<file path="src/rtl/da_lut_writer.sv">
// rtl/da_lut_writer.sv - distributed-arithmetic partial-sum LUT generator
//
// Purpose:
//   Loads TAPS signed coefficients over a valid/ready stream, then writes
//   the 2^TAPS-entry DA partial-sum table, one entry per clock. Addresses
//   are swept in Gray-code order so each entry differs from the previous
//   one by a single coefficient: one add or subtract per cycle.
//   LUT[a] = sum of coef[k] for every bit k set in a.
//
// Optional feature (macro DA_LUT_NEG_EN):
//   A second pass follows the first, with address bit TAPS set and the
//   negated sums written. This fills the sign-bit half of the table.
//
// Ports:
//   i_clk          clock, rising edge
//   i_rst_n        synchronous active-low reset
//   i_start        begin a load (honoured only in IDLE)
//   i_coef_valid   coefficient present on i_coef
//   i_coef         signed coefficient
//   o_coef_ready   coefficient accepted this cycle (LOAD only)
//   o_we           LUT write strobe
//   o_waddr        LUT write address, zero-extended
//   o_wdata        LUT write data, sign-extended partial sum
//   o_busy         high during LOAD and GEN
//   o_done         one-cycle pulse after the last write
module da_lut_writer #(
  parameter int TAPS      = 4,
  parameter int COEF_W    = 8,
  parameter int OPSIZE    = 12,
  parameter int ADDR_SIZE = 8
) (
  input  logic                 i_clk,
  input  logic                 i_rst_n,
  input  logic                 i_start,
  input  logic                 i_coef_valid,
  input  logic [COEF_W-1:0]    i_coef,
  output logic                 o_coef_ready,
  output logic                 o_we,
  output logic [ADDR_SIZE-1:0] o_waddr,
  output logic [OPSIZE-1:0]    o_wdata,
  output logic                 o_busy,
  output logic                 o_done
);

  localparam int KW = (TAPS > 1) ? $clog2(TAPS) : 1;
`ifdef DA_LUT_NEG_EN
  localparam int AW_NEED = TAPS + 1;
`else
  localparam int AW_NEED = TAPS;
`endif

  generate
    if (OPSIZE < COEF_W + $clog2(TAPS)) begin : g_bad_opsize
      $error("da_lut_writer: OPSIZE too small to hold the sum of TAPS coefficients");
    end
    if (ADDR_SIZE < AW_NEED) begin : g_bad_addr
      $error("da_lut_writer: ADDR_SIZE too small for the LUT address range");
    end
  endgenerate

  typedef enum logic [1:0] {IDLE, LOAD, GEN, DONE} state_t;

  state_t              state_q;
  logic [KW-1:0]       k_q;
  logic [TAPS-1:0]     m_q;       // step index within the current pass
  logic [OPSIZE-1:0]   s_q;       // running partial sum S(n)
  logic [COEF_W-1:0]   coef_q [TAPS];
  logic                coef_ready_q, we_q, busy_q, done_q;
  logic [ADDR_SIZE-1:0] waddr_q;
  logic [OPSIZE-1:0]   wdata_q;

  // Next-step values for the Gray sweep.
  logic [TAPS-1:0]     m_d;
  logic [TAPS-1:0]     g_d;
  logic [KW-1:0]       b;
  logic [OPSIZE-1:0]   coef_ext;
  logic [OPSIZE-1:0]   s_d;
  logic                m_last;
  logic                gen_end;
  logic [ADDR_SIZE-1:0] waddr_d;
  logic [OPSIZE-1:0]   wdata_d;

`ifdef DA_LUT_NEG_EN
  logic pass_q;
  logic pass_d;
`endif

  always_comb begin
    m_d = m_q + 1'b1;
    g_d = m_d ^ (m_d >> 1);
    // The flipping Gray bit is the lowest set bit of n+1. On wrap to 0
    // (end of a pass) the MSB flips back, which returns S to zero.
    b = KW'(TAPS - 1);
    for (int i = TAPS - 1; i >= 0; i--) begin
      if (m_d[i]) b = KW'(i);
    end
    coef_ext = OPSIZE'($signed(coef_q[b]));
    s_d      = g_d[b] ? (s_q + coef_ext) : (s_q - coef_ext);
    m_last   = &m_q;
`ifdef DA_LUT_NEG_EN
    pass_d   = pass_q | m_last;
    gen_end  = m_last & pass_q;
    waddr_d  = ADDR_SIZE'({pass_d, g_d});
    wdata_d  = pass_d ? (OPSIZE'(0) - s_d) : s_d;
`else
    gen_end  = m_last;
    waddr_d  = ADDR_SIZE'(g_d);
    wdata_d  = s_d;
`endif
  end

  always_ff @(posedge i_clk) begin
    if (!i_rst_n) begin
      state_q      <= IDLE;
      k_q          <= '0;
      m_q          <= '0;
      s_q          <= '0;
      coef_ready_q <= 1'b0;
      we_q         <= 1'b0;
      busy_q       <= 1'b0;
      done_q       <= 1'b0;
      waddr_q      <= '0;
      wdata_q      <= '0;
      for (int i = 0; i < TAPS; i++) coef_q[i] <= '0;
`ifdef DA_LUT_NEG_EN
      pass_q       <= 1'b0;
`endif
    end else begin
      case (state_q)
        IDLE: begin
          done_q <= 1'b0;
          if (i_start) begin
            state_q      <= LOAD;
            k_q          <= '0;
            busy_q       <= 1'b1;
            coef_ready_q <= 1'b1;
          end
        end
        LOAD: begin
          if (i_coef_valid) begin
            coef_q[k_q] <= i_coef;
            k_q         <= k_q + 1'b1;
            if (k_q == KW'(TAPS - 1)) begin
              // Write 0 (address 0, sum 0) is presented straight away.
              state_q      <= GEN;
              coef_ready_q <= 1'b0;
              m_q          <= '0;
              s_q          <= '0;
              we_q         <= 1'b1;
              waddr_q      <= '0;
              wdata_q      <= '0;
`ifdef DA_LUT_NEG_EN
              pass_q       <= 1'b0;
`endif
            end
          end
        end
        GEN: begin
          if (gen_end) begin
            state_q <= DONE;
            we_q    <= 1'b0;
            busy_q  <= 1'b0;
            done_q  <= 1'b1;
            waddr_q <= '0;
            wdata_q <= '0;
          end else begin
            m_q     <= m_d;
            s_q     <= s_d;
            we_q    <= 1'b1;
            waddr_q <= waddr_d;
            wdata_q <= wdata_d;
`ifdef DA_LUT_NEG_EN
            pass_q  <= pass_d;
`endif
          end
        end
        DONE: begin
          done_q  <= 1'b0;
          state_q <= IDLE;
        end
        default: state_q <= IDLE;
      endcase
    end
  end

  assign o_coef_ready = coef_ready_q;
  assign o_we         = we_q;
  assign o_waddr      = waddr_q;
  assign o_wdata      = wdata_q;
  assign o_busy       = busy_q;
  assign o_done       = done_q;

endmodule

</file>
<file path="config.mk">
export PLATFORM = sky130hd
export DESIGN_NAME = da_lut_writer
export DESIGN_NICKNAME = d
export VERILOG_FILES = /design/src/rtl/da_lut_writer.sv
export SDC_FILE = /design/constraint.sdc
export NUM_CORES = 1
export LEC_CHECK = 0
export BUFFER_PORTS_ARGS = -buffer_cell sky130_fd_sc_hd__buf_2
export CORE_AREA = 2 2 96 98
export CTS_BUF_LIST = sky130_fd_sc_hd__clkbuf_4 sky130_fd_sc_hd__clkbuf_8 sky130_fd_sc_hd__clkbuf_16
export DETAILED_ROUTE_END_ITERATION = 7
export DIE_AREA = 0 0 98 100
export GPL_TIMING_DRIVEN = 0
export PLACE_DENSITY = 0.65
export REMOVE_ABC_BUFFERS = 1
export SLEW_MARGIN = 20
export SYNTH_ARGS = -nofsm -noshare
export SYNTH_HDL_FRONTEND = slang
export SYNTH_SLANG_ARGS = --single-unit
</file>
<file path="constraint.sdc">
create_clock -name i_clk -period 12 [get_ports i_clk]
set_clock_uncertainty 0.2 [all_clocks]
set_input_delay 1.2 -clock i_clk [delete_from_list [all_inputs] [get_ports i_clk]]
set_output_delay 1.2 -clock i_clk [all_outputs]
set_load 0.02 [all_outputs]
</file>
; Word level (Yosys, flattened, before mapping)
; Memory sizes are Yosys's and may differ from the RTL's.
; Index checks and enable logic that the tools add are counted.
[op_classes]
addsub = 4
n_mul = 0
div_mod_pow = 0
n_lt_le_gt_ge = 1
n_eq_ne = 9
shift = 0
muxes = 48
bitwise = 1
n_reduce_logical = 15
[ops]
columns = op, n
row1 = $mux W12, 5
row2 = $pmux W12 S2, 2
row3 = $mux W8, 3
row4 = $mux W2, 9
row5 = $mux W1, 16
row6 = $mux W4, 4
row7 = $pmux W8 S2, 1
row8 = $reduce_and A4 Y1, 4
row9 = $add A12 B12 Y12, 1
row10 = $sub A12 B12 Y12, 1
row11 = $ne A2 B2 Y1 const B, 5
row12 = $reduce_and A3 Y1, 3
row13 = $pmux W1 S2, 4
row14 = $pmux W2 S4, 1
row15 = $pmux W4 S2, 1
row16 = $reduce_bool A2 Y1, 4
row17 = $reduce_or A8 Y1, 1
row18 = $eq A2 B2 Y1 const B, 3
row19 = $add A4 B1 Y4 const B, 1
row20 = $pmux W2 S2, 1
row21 = $xor A4 B3 Y4, 1
row22 = $lt A2 B3 Y1 const B, 1
row23 = $add A2 B1 Y2 const B, 1
row24 = $bmux W1 S2, 1
row25 = 4 further kinds, 4
[word_totals]
reg_bits = 44
latch_bits = 0
ram_bits = 32
rom_bits = 0
out_inout_bits = 24
wordCells = 89
n_memories = 1
[memory_table]
columns = memory, words, word_bits, read_ports, rd_ports_with_merged_regs, write_ports, line
row1 = coef_q, 4, 8, 1, 0, 4, 67  ; logic [COEF_W-1:0] coef_q [TAPS];

; Depth between registers and ports, before layout
; Gate-level depths: netlist (run 1).
[logic_depth]
depth_word = 9
mapped_depth = 19
depth_no_buf = 18

; Worst setup path before layout (run 1)
; Ideal clock, no wire load.
[synth_timing]
path_kind = reg2reg
startpoint = register m_q[0]
endpoint = register wdata_q[11], in the netlist o_wdata[11]
setup_time_ns = 0.069
arrival_ns = 4.052
setup_slack_ns = 7.680
path_stages_with_launch = 18
path_buffers = 1
synth_period_minus_slack_ns = 4.320
cell_sequence = dfxtp_1 -> ha_1 -> xor2_1 -> ha_1 -> nand2b_1 -> buf_6 -> mux4_2 -> inv_1 -> ha_1 -> mux2_2 -> ha_1 -> a211oi_1 -> o211ai_1 -> a21oi_1 -> o21ai_1 -> a31oi_1 -> xor3_1 -> o21ai_1
[synth_via]
elab_chain_len = 9
word_cells_on_any_way = 14
[synth_rtl]
columns = item, line
row1 = from (decl), 65  ; logic [TAPS-1:0] m_q;
row2 = from (signal assigned), 167  ; m_q <= m_d;
row3 = $add A4 B1 Y4, 89  ; m_d = m_q + 1'b1;
row4 = $mux W1, 95  ; if (m_d[i]) b = KW'(i);
row5 = $mux W2 (2 in a row), 95
row6 = $mem_v2 Z4 W8 or $bmux W1 S2 (tied branches), --
row7 = "$sub A12 B12 Y12, or another cell as far along", 98  ; s_d = g_d[b] ? (s_q + coef_ext) : (s_q - coef_ext);
row8 = $mux W12, 98
row9 = $mux W12 (*), 159  ; if (gen_end) begin
row10 = $pmux W12 S2 (*), 129  ; case (state_q)
row11 = to (signal assigned), 171  ; wdata_q <= wdata_d;
row12 = to (decl), 70  ; logic [OPSIZE-1:0] wdata_q;
; Mark *: on every way between the ends. The rest lies on a longest branch, timed or not. The select of a mux whose other input is x is not followed.
; A chain may end at the register's enable or synchronous reset.

; Final worst setup path (run 1)
; Same ends and word-level chain as after synthesis.

==> summary.md, run 1 <==
| Metric | Value |
|---|---|
| Starting Density | `0.436` |
| Most frequent cells in the layout | `44 x nand2_1, 40 x and2_1, 40 x dfxtp_1, 32 x edfxtp_1, 31 x buf_2` |
| Share of synthesized registers carrying an async set or reset | `0` |
| Die span in y | `100 um` |
| Main synth FF type | `dfxtp_1` |
| Most common cell after layout, fill and taps aside | `nand2_1` |
| Endpoints failing hold | `0` |
| Row count | `35` |
| Synthesized cell area | `just under 4000 um2` |
| GRT Overall Usage | `0.160` |
| Avg Vias per Cell | `around 5.2` |
| CTS sink count | `72` |
| Fin area | `4330 um2` |
| Crit path DAT | `around 5300 ps` |
| Delay-heaviest family, CP | `compound AO/OA/AOI/OAI gates` |
| Initial antenna violation count | `0` |
| Reg2Reg Depth | `16` |
| Pleak | `~1.8 nW` |
| Area contributors post-synth | `edfxtp_1 25%, dfxtp_1 21%, ha_1 7.1%` |
| Area leader, netlist | `edfxtp_1` |
| Max Fanout on Critical Path | `10` |
| DRT Wirelength | `between 7000 and 8000 um` |
| Count of inserted antenna diode cells | `0` |
| Final nets | `443` |
| Worst Hold Depth | `2` |
| FILL cells | `820` |
| CTS resizes | `0` |
| Final ANT Viol Nets | `0` |
| Min-delay worst type | `register to register` |
| CP Data Required Time | `12080 ps` |
| Post-synthesis sequential area ratio | `0.454` |
| Hold Buf Count CTS | `0` |
| Worst slew pin tran | `979 ps` |
| Congestion Overflow GR | `0` |
| Power density cells | `197 nW/um2` |
| Area of the multi-input gates | `between 2000 and 2500 um2` |
| RSZ-0062 raised after global routing | `false` |
| Cells along the critical path | `ha_1, xor2_1, ha_1, nand2b_1, mux4_2, inv_1, ha_1, mux2_2, ha_1, a211oi_1, o211ai_1, a21oi_1, o21ai_1, a31oi_1, xor3_1, o21ai_1` |
| P&R area growth vs syn | `11.6%` |
| DR DRC count | `0` |
| Pin count of the biggest net entering global routing | `slightly below 50` |
| Fmax | `roughly 190 MHz` |
| Final worst slack | `6750 ps` |
| Finished Core Util | `0.487` |
| Root Driver | `clkbuf_8` |
| Post-DP Area | `around 4100 um2` |
| Clock transition at path regs | `around 70 ps` |
| Total number of vias | `2739` |
| Post-synthesis cell count | `380` |
| Worst vdd ir | `~0.073 mV` |
| Worst slew margin | `0.346` |
| EDFF count, synth | `32` |
| Total CTS buffers | `9` |
| Setup bufs post-CTS | `0` |
| Final slew viol count | `0` |
| Wire per inst | `14.2 um` |
| Critical path class | `register to register` |
| 1st-iter DRT viols | `110` |
| Synth cell types | `45` |
| Share of post-route cells with drive strength above 1 | `0.150` |
| H-tree Lvls | `3` |
| Run status | `completed` |
| CORE AREA | `8890 um2` |
| Top cell type's share of synthesized area | `0.248` |
| MaxCap Viol Count | `0` |
| Vias in the first global route | `roughly 2600` |
| Seq cells post-synth | `slightly above 70` |
| Syn Area/Cell | `between 10 and 15 um2` |
| Cell mode on critical path | `ha_1` |
| Area of the die | `about 9800 um2` |
| CP Launch Type | `register` |
| Fin crit period | `5250 ps` |
| CP Buf/Inv Count | `1` |
| Setup violators final | `0` |
| Post-DP HPWL | `between 5000 and 6000 um` |
| Clk buf depth | `2` |
| Pre-antenna DRT Iters | `4` |
| Setup TNS | `0 ps` |
| PnR Total Power | `about 0.85 mW` |
| Critical Path Stages | `16` |
| Placed insts | `between 500 and 600` |
| Final worst-path cycle share | `0.438` |
| Max stage delay on crit path | `640 ps` |
| Warnings, synthesis | `0` |
| Clk Latency, worst-skew pair | `between 300 and 400 ps` |
| IO Count | `36` |
| Die X | `98 um` |
| Final hold slack | `260 ps` |
| Endpoint type of the worst setup path | `register` |
| Buffers on Ports | `31` |
| Dpl ws | `~6700 ps` |
| Routability Congestion | `between 0.7 and 0.8` |
| Final std cells w/o fill | `~520` |
| Reg area | `approximately 1800 um2` |
| First-pass GRT wire length | `between 10000 and 15000 um` |
| CTS tree | `built` |
| Slowest CP cell | `mux4_2` |
[area by class of cell]
class	count	area share
clock buffers	10	0.0304
clock inverters	6	0.0197
inverters	11	0.00955
multi-input cells	282	0.463
flip-flops and latches	72	0.407
well taps	111	0.0321
repair buffers	32	0.0385
[kinds of logic after synthesis]
| family | synth area share |
|---|---|
| muxes | 0.0629 |
| adders and majority gates | 0.0762 |
| AOI/OAI and AO/OA | 0.135 |
| xor gates and xnor gates | 0.0423 |
| DFF | 0.454 |
| buffers and inverters | 0.0339 |
| and+or+nand+nor | 0.194 |
| other | 0.000967 |
[power by group]
group	internal (mW)	switching [mW]
Sequential	0.288	0.0180
Clock	0.119	0.0958
Combinational	0.135	0.195
Total	0.541	0.309
[flip-flops by register name, summed over array words and instances (netlist names)]
| register | count |
|---|---|
| k_q | 2 |
| state_q | 2 |
| coef_q | 32 |
| o_coef_ready | 1 |
| o_busy | 1 |
| o_waddr | 4 |
| o_done | 1 |
| o_we | 1 |
| o_wdata | 12 |
| s_q | 12 |
| m_q | 4 |
[layer usage]
layer,up-vias,wire (um),track usage
met4,0,137,0.0791
met2,36,3560,0.263
met5,-,0,0
li1,1387,-,-
met3,10,194,0.0272
met1,1306,3530,0.205
[worst min-delay path, delay by kind of cell (launching register included)]
family	cells	cell delay [ps]
AO/OA/AOI/OAI	1	50
flip-flops	1	310
AND/OR/NAND/NOR	1	50
[cell usage after synthesis, types with 3 or more instances]
cell type and count:
xor2_1 10, a21o_1 4, and3_1 5, ha_1 22
and2_1 40, nand3_1 7, dfxtp_1 40, edfxtp_1 32
nor2_1 16, buf_4 4, a31oi_1 5, mux2i_1 3
mux2_2 3, nor3_1 3, a211oi_1 3, nand2b_1 8
o31ai_1 3, inv_1 10, a21oi_1 15, a21boi_0 21
o21ai_1 4, mux4_2 8, nor2b_1 11, clkbuf_1 13
o21ai_0 15, xnor2_1 6, a22oi_1 4, nand2_1 44
[worst paths after layout]
kind                                   from          end  slack (ps)
worst max-delay path                 m_q[0]  o_wdata[11]        6750
worst min register to register  o_wdata[11]  o_wdata[11]         260
worst max register to register       m_q[0]  o_wdata[11]        6750
worst min-delay path            o_wdata[11]  o_wdata[11]         260
Note: power is estimated with default switching activity, not from simulation.
==> run 2: changes to the inputs <==
- ABC_AREA: not set -> 1
- CORE_AREA: 2 2 96 98 -> 2 2 97 99
- DIE_AREA: 0 0 98 100 -> 0 0 99 101
- clock period: 12 -> 5 ns (I/O delays scaled with it)
==> summary.md, run 2 <==
| Metric | Value |
|---|---|
| Pre-antenna DRT Iters | `4` |
| Congestion Overflow GR | `0` |
| Vias in the first global route | `~2900` |
| Clk Latency, worst-skew pair | `350 ps` |
| DRT Wirelength | `just under 8000 um` |
| Max Fanout on Critical Path | `20` |
| Fin crit period | `4510 ps` |
| Share of synthesized registers carrying an async set or reset | `0` |
| Fmax | `about 220 MHz` |
| Setup violators final | `0` |
| Flop pwr share | `0.325` |
| Met2 WL | `~3800 um` |
| PnR Total Power | `around 2.4 mW` |
| Warnings, synthesis | `0` |
| DR DRC count | `0` |
| Setup bufs post-CTS | `0` |
| Pin count of the biggest net entering global routing | `39` |
| Area of the die | `roughly 10000 um2` |
| RSZ-0062 raised after global routing | `false` |
| Area contributors post-synth | `edfxtp_1 24%, dfxtp_1 20%, nand2_1 10%` |
| Psw | `between 1 and 1.5 mW` |
| EDFF count, synth | `32` |
| Total number of vias | `approximately 3200` |
| Met3 Wirelength | `265 um` |
| Critical path class | `register to register` |
| Reg area | `1770 um2` |
| Routability Congestion | `~0.91` |
| Post-synthesis cell count | `490` |
| Wire per inst | `12.4 um` |
| CP Data Required Time | `between 5000 and 6000 ps` |
| Synthesized cell area | `between 3000 and 4000 um2` |
| Internal power | `1.34 mW` |
| Area of the multi-input gates | `1860 um2` |
| Worst vdd ir | `~0.21 mV` |
| Final worst-path cycle share | `0.902` |
| Crit path DAT | `4580 ps` |
| Min-delay worst type | `input pin to register` |
| Worst slew margin | `0.442` |
| Run status | `completed` |
| Area leader, netlist | `edfxtp_1` |
| P&R area growth vs syn | `10.1%` |
| Combinational cell fraction of total power | `0.494` |
| Power density cells | `558 nW/um2` |
| Largest register FFs | `32` |
| Avg Vias per Cell | `approximately 5.0` |
| Final slew viol count | `0` |
| Die X | `between 90 and 100 um` |
| Syn Area/Cell | `around 8 um2` |
| CTS sink count | `72` |
| Clk buf depth | `2` |
| Pleak | `approximately 1.9 nW` |
| 1st-iter DRT viols | `95` |
| Final ANT Viol Nets | `0` |
| Row count | `35` |
| CORE AREA | `about 9000 um2` |
| Commonest cells in the netlist | `108 x nand2_1, 50 x inv_1, 47 x a21oi_1` |
| Share of post-route cells with drive strength above 1 | `0.141` |
| Most frequent cell after synthesis | `nand2_1` |
| Most frequent cells in the layout | `108 x nand2_1, 49 x inv_1, 47 x a21oi_1, 41 x nor2_1` |
| Final hold slack | `roughly 240 ps` |
| Count of inserted antenna diode cells | `0` |
| Top sig layer | `met4` |
| Post-DP HPWL | `~5700 um` |
| Main synth FF type | `dfxtp_1` |
| Total CTS buffers | `9` |
| Top cell type's share of synthesized area | `0.245` |
| H-tree Lvls | `3` |
| Final nets | `roughly 550` |
| Placed insts | `between 600 and 700` |
| First-pass GRT wire length | `between 10000 and 15000 um` |
| R2R Setup Slk | `about 490 ps` |
| MaxCap Viol Count | `0` |
| Endpoints failing hold | `0` |
| CP Launch Type | `register` |
| Seq cells post-synth | `72` |
| Setup TNS | `0 ps` |
| Root Driver | `clkbuf_8` |
| GRT Overall Usage | `0.163` |
| FILL cells | `between 800 and 900` |
| Endpoint type of the worst setup path | `register` |
| CTS tree | `built` |
| Post-synthesis sequential area ratio | `0.448` |
| Net Sw Frac | `0.443` |
| Starting Density | `0.438` |
| IO Count | `36` |
| Clk pwr share | `0.180` |
| Buffers on Ports | `31` |
| Synth cell types | `39` |
| Clock transition at path regs | `80 ps` |
| Initial antenna violation count | `0` |
| Most common cell after layout, fill and taps aside | `nand2_1` |
| Die span in y | `101 um` |
| Largest reg by FF count | `coef_q` |
| Worst slew pin tran | `around 840 ps` |
| Final std cells w/o fill | `between 600 and 700` |
| Met1 Wirelength | `approximately 3700 um` |
## run 2: power by group through the flow
| stage | logic (mW) | clock network, mW | registers (mW) |
|---|---|---|---|
| final | 1.19 | 0.435 | 0.785 |
| after detailed placement | 1.19 | 0 | 0.796 |
| after global placement | 1.17 | 0 | 0.793 |
| after global routing | 1.37 | 0.469 | 0.799 |
| after CTS | 1.20 | 0.445 | 0.785 |
| after floorplan | 0.886 | 0 | 0.832 |
## run 2: layout make-up
type | instances | share of cell area
multi-input combinational | 346 | 0.430
tap | 111 | 0.0321
clock inverter | 5 | 0.00723
timing repair buffer | 31 | 0.0359
inverter | 58 | 0.0509
sequential | 72 | 0.408
clock buffer | 11 | 0.0362
## run 2: stage by stage
stage                     area [um2]   util  worst slack [ps]
final                           4330  0.482               491
after global routing            4330  0.482              57.1
after CTS                       4320  0.481               243
after detailed placement        4130  0.460             -61.4
after global placement          4130  0.460              64.8
after floorplan                 3830      -               794
## run 2: cell families after synthesis
family / after synthesis / synth area share
other: 1 / 0.000954
AOI/OAI and AO/OA: 91 / 0.129
and+or+nand+nor: 219 / 0.244
xor gates and xnor gates: 9 / 0.0201
adders and majority gates: 23 / 0.0752
buffers and inverters: 75 / 0.0828
DFF: 72 / 0.448
## run 2: worst max-delay path: stages (launching register included)
cell and delay [ps]:
dfxtp_4 520, ha_1 230, inv_1 60, nand2_1 50
nand2_1 110, ha_1 250, inv_4 160, nand2_8 140
inv_2 140, nand2_1 60, nand2_1 50, nand2_1 40
nand2_1 150, inv_1 60, ha_1 210, nor2_1 130
xor2_1 170, inv_1 60, ha_1 320, a21o_1 190
a31oi_1 190, inv_1 120, a21oi_1 260, o21bai_1 120
a21boi_0 150, o21ai_0 140, a21oi_1 140
## run 2: path summary, 6_finish.rpt
path / endpoint / depth (start not counted) / from
worst max-delay path: s_q[9] / 26 / m_q[0]
worst min-delay path: o_busy / 3 / i_start
worst max register to register: s_q[9] / 26 / m_q[0]
worst min register to register: o_wdata[9] / 2 / o_wdata[9]
## run 2: per-layer routing
metal / vias to the layer above / track usage
met5: - / 0
met4: 0 / 0.0643
met3: 11 / 0.0277
met2: 56 / 0.288
met1: 1445 / 0.199
li1: 1676 / -
## run 2: timing repair
item                                    in CTS  in global routing
resized for setup                            1                  2
endpoints found under the setup margin       2                  4
hold buffers                                 0                  0
==> run 3: changes to the inputs <==
- ABC_AREA: 1 -> not set
- CORE_AREA: 2 2 97 99 -> 2 2 96 98
- DIE_AREA: 0 0 99 101 -> 0 0 98 100
==> summary.md, run 3 (same netlist as run 1, synthesis figures left out) <==
| Metric | Value |
|---|---|
| IO Count | `36` |
| Critical path class | `register to register` |
| Max stage delay on crit path | `about 570 ps` |
| MaxCap Viol Count | `0` |
| Power density cells | `between 400 and 500 nW/um2` |
| CP Buf/Inv Count | `1` |
| 1st-iter DRT viols | `approximately 100` |
| Final std cells w/o fill | `528` |
| Clock transition at path regs | `~80 ps` |
| Worst slew pin tran | `roughly 950 ps` |
| Worst slew margin | `0.366` |
| CTS tree | `built` |
| DRT Wirelength | `roughly 7500 um` |
| First-pass GRT wire length | `roughly 12000 um` |
| Total CTS buffers | `9` |
| Psw | `0.749 mW` |
| Net Sw Frac | `0.363` |
| Final slew viol count | `0` |
| Final worst-path cycle share | `0.932` |
| Grt met1 use | `0.204` |
| Total number of vias | `around 2700` |
| Vias in the first global route | `approximately 2600` |
| CP Launch Type | `register` |
| Fin crit period | `4660 ps` |
| Slowest CP cell | `mux4_2` |
| Count of inserted antenna diode cells | `0` |
| Post-DP HPWL | `around 5100 um` |
| DR DRC count | `0` |
| Met2 Use GR | `0.264` |
| Clk buf depth | `2` |
| CP Data Required Time | `approximately 5000 ps` |
| Max Fanout on Critical Path | `9` |
| Final ANT Viol Nets | `0` |
| Root Driver | `clkbuf_8` |
| Hold Buf Count CTS | `0` |
| Placed insts | `between 500 and 600` |
| Pin count of the biggest net entering global routing | `49` |
| Most common cell after layout, fill and taps aside | `nand2_1` |
| Die span in y | `100 um` |
| Largest register FFs | `32` |
| Clk pwr share | `0.250` |
| Fin area | `between 4000 and 5000 um2` |
| Pre-antenna DRT Iters | `4` |
| Final nets | `~450` |
| Cells along the critical path | `ha_2, xor2_2, ha_1, nand2b_4, mux4_2, inv_1, ha_1, mux2_2, ha_1, a211oi_1, o211ai_1, a21oi_1, o21ai_1, a31oi_1, xor3_1, o21ai_1` |
| Routability Congestion | `0.767` |
| Area of the die | `slightly below 10000 um2` |
| Worst vdd ir | `0.175 mV` |
| Row count | `35` |
| RSZ-0062 raised after global routing | `false` |
| Combinational cell fraction of total power | `0.394` |
| Layer with the highest usage | `met2` |
| Endpoint type of the worst setup path | `register` |
| Delay-heaviest family, CP | `compound AO/OA/AOI/OAI gates` |
| CORE AREA | `8890 um2` |
| Run status | `completed` |
| Global Route met3 Usage | `0.0286` |
| Internal power | `1.31 mW` |
| GRT Overall Usage | `0.160` |
| Congestion Overflow GR | `0` |
| Die X | `around 98 um` |
| Crit path DAT | `4740 ps` |
| Setup violators final | `0` |
| Avg Vias per Cell | `approximately 5.2` |
| Post-DP Area | `~4100 um2` |
| Pleak | `between 1.5 and 2 nW` |
| Starting Density | `0.436` |
| PnR Total Power | `just over 2 mW` |
| Fmax | `about 210 MHz` |
| Buffers on Ports | `31` |
| Most frequent cells in the layout | `44 x nand2_1, 40 x and2_1, 39 x dfxtp_1, 32 x edfxtp_1, 31 x buf_2` |
| Endpoints failing hold | `0` |
| H-tree Lvls | `3` |
| P&R area growth vs syn | `13.0%` |
| Flop pwr share | `0.357` |
| Initial antenna violation count | `0` |
| Wire per inst | `~14 um` |
| CTS sink count | `72` |
| Clk Latency, worst-skew pair | `350 ps` |
| Cell mode on critical path | `ha_1` |
| Largest reg by FF count | `coef_q` |
| Min-delay worst type | `input pin to register` |
| Share of post-route cells with drive strength above 1 | `0.170` |
-- run 3: power groups by stage --
stage               clock [mW]  combinational [mW]  sequential [mW]
finish                   0.515               0.812            0.736
global route             0.549               0.915            0.745
CTS                      0.522               0.802            0.736
detailed placement           0               0.798            0.748
global placement             0               0.767            0.744
floorplan                    0               0.578            0.774
-- run 3: worst register-to-register path: stages (launching register included) --
cell and delay, ps:
dfxtp_2 450, ha_2 280, xor2_2 250, ha_1 240
nand2b_4 220, mux4_2 570, inv_1 80, ha_1 220
mux2_2 280, ha_1 300, a211oi_1 340, o211ai_1 140
a21oi_1 250, o21ai_1 140, a31oi_1 220, xor3_1 280
o21ai_1 130
-- run 3: per-layer routing --
layer  wire (um)  vias to the layer above
met5           0                        -
met4         153                        0
met3         200                       11
met2        3600                       35
met1        3540                     1300
li1            -                     1393
-- run 3: through the flow --
stage | hold WS (ps) | util | setup WS, ps | TNS [ps]
after global placement | 248 | 0.460 | -140 | -516
after floorplan | 239 | - | 469 | 0
after detailed placement | 254 | 0.462 | -291 | -1130
after CTS | 243 | 0.487 | 15.7 | 0
after global routing | 250 | 0.493 | 47.2 | 0
final | 254 | 0.493 | 341 | 0
-- run 3: final timing paths --
check                                 start      endpoint  slack [ps]  cells past startpoint
worst max register to register       m_q[0]   o_wdata[11]         340                     16
worst min register to register  o_wdata[11]   o_wdata[11]         260                      2
worst max-delay path                 m_q[0]   o_wdata[11]         340                     16
worst min-delay path              i_coef[1]  coef_q[0][1]         250                      2
-- run 3: layout make-up --
type                       count  area [um2]
clock buffer                  10         131
fill                         820        4510
sequential                    72        1760
timing repair buffer          36         196
clock inverter                 6        85.1
inverter                      11        41.3
tap                          111         139
multi-input combinational    282        2030
-- run 3: what timing repair did --
action,CTS,global route
resized for setup,2,4
buffers inserted,0,4
endpoints found under the setup margin,8,8
endpoints found under the hold margin,0,0
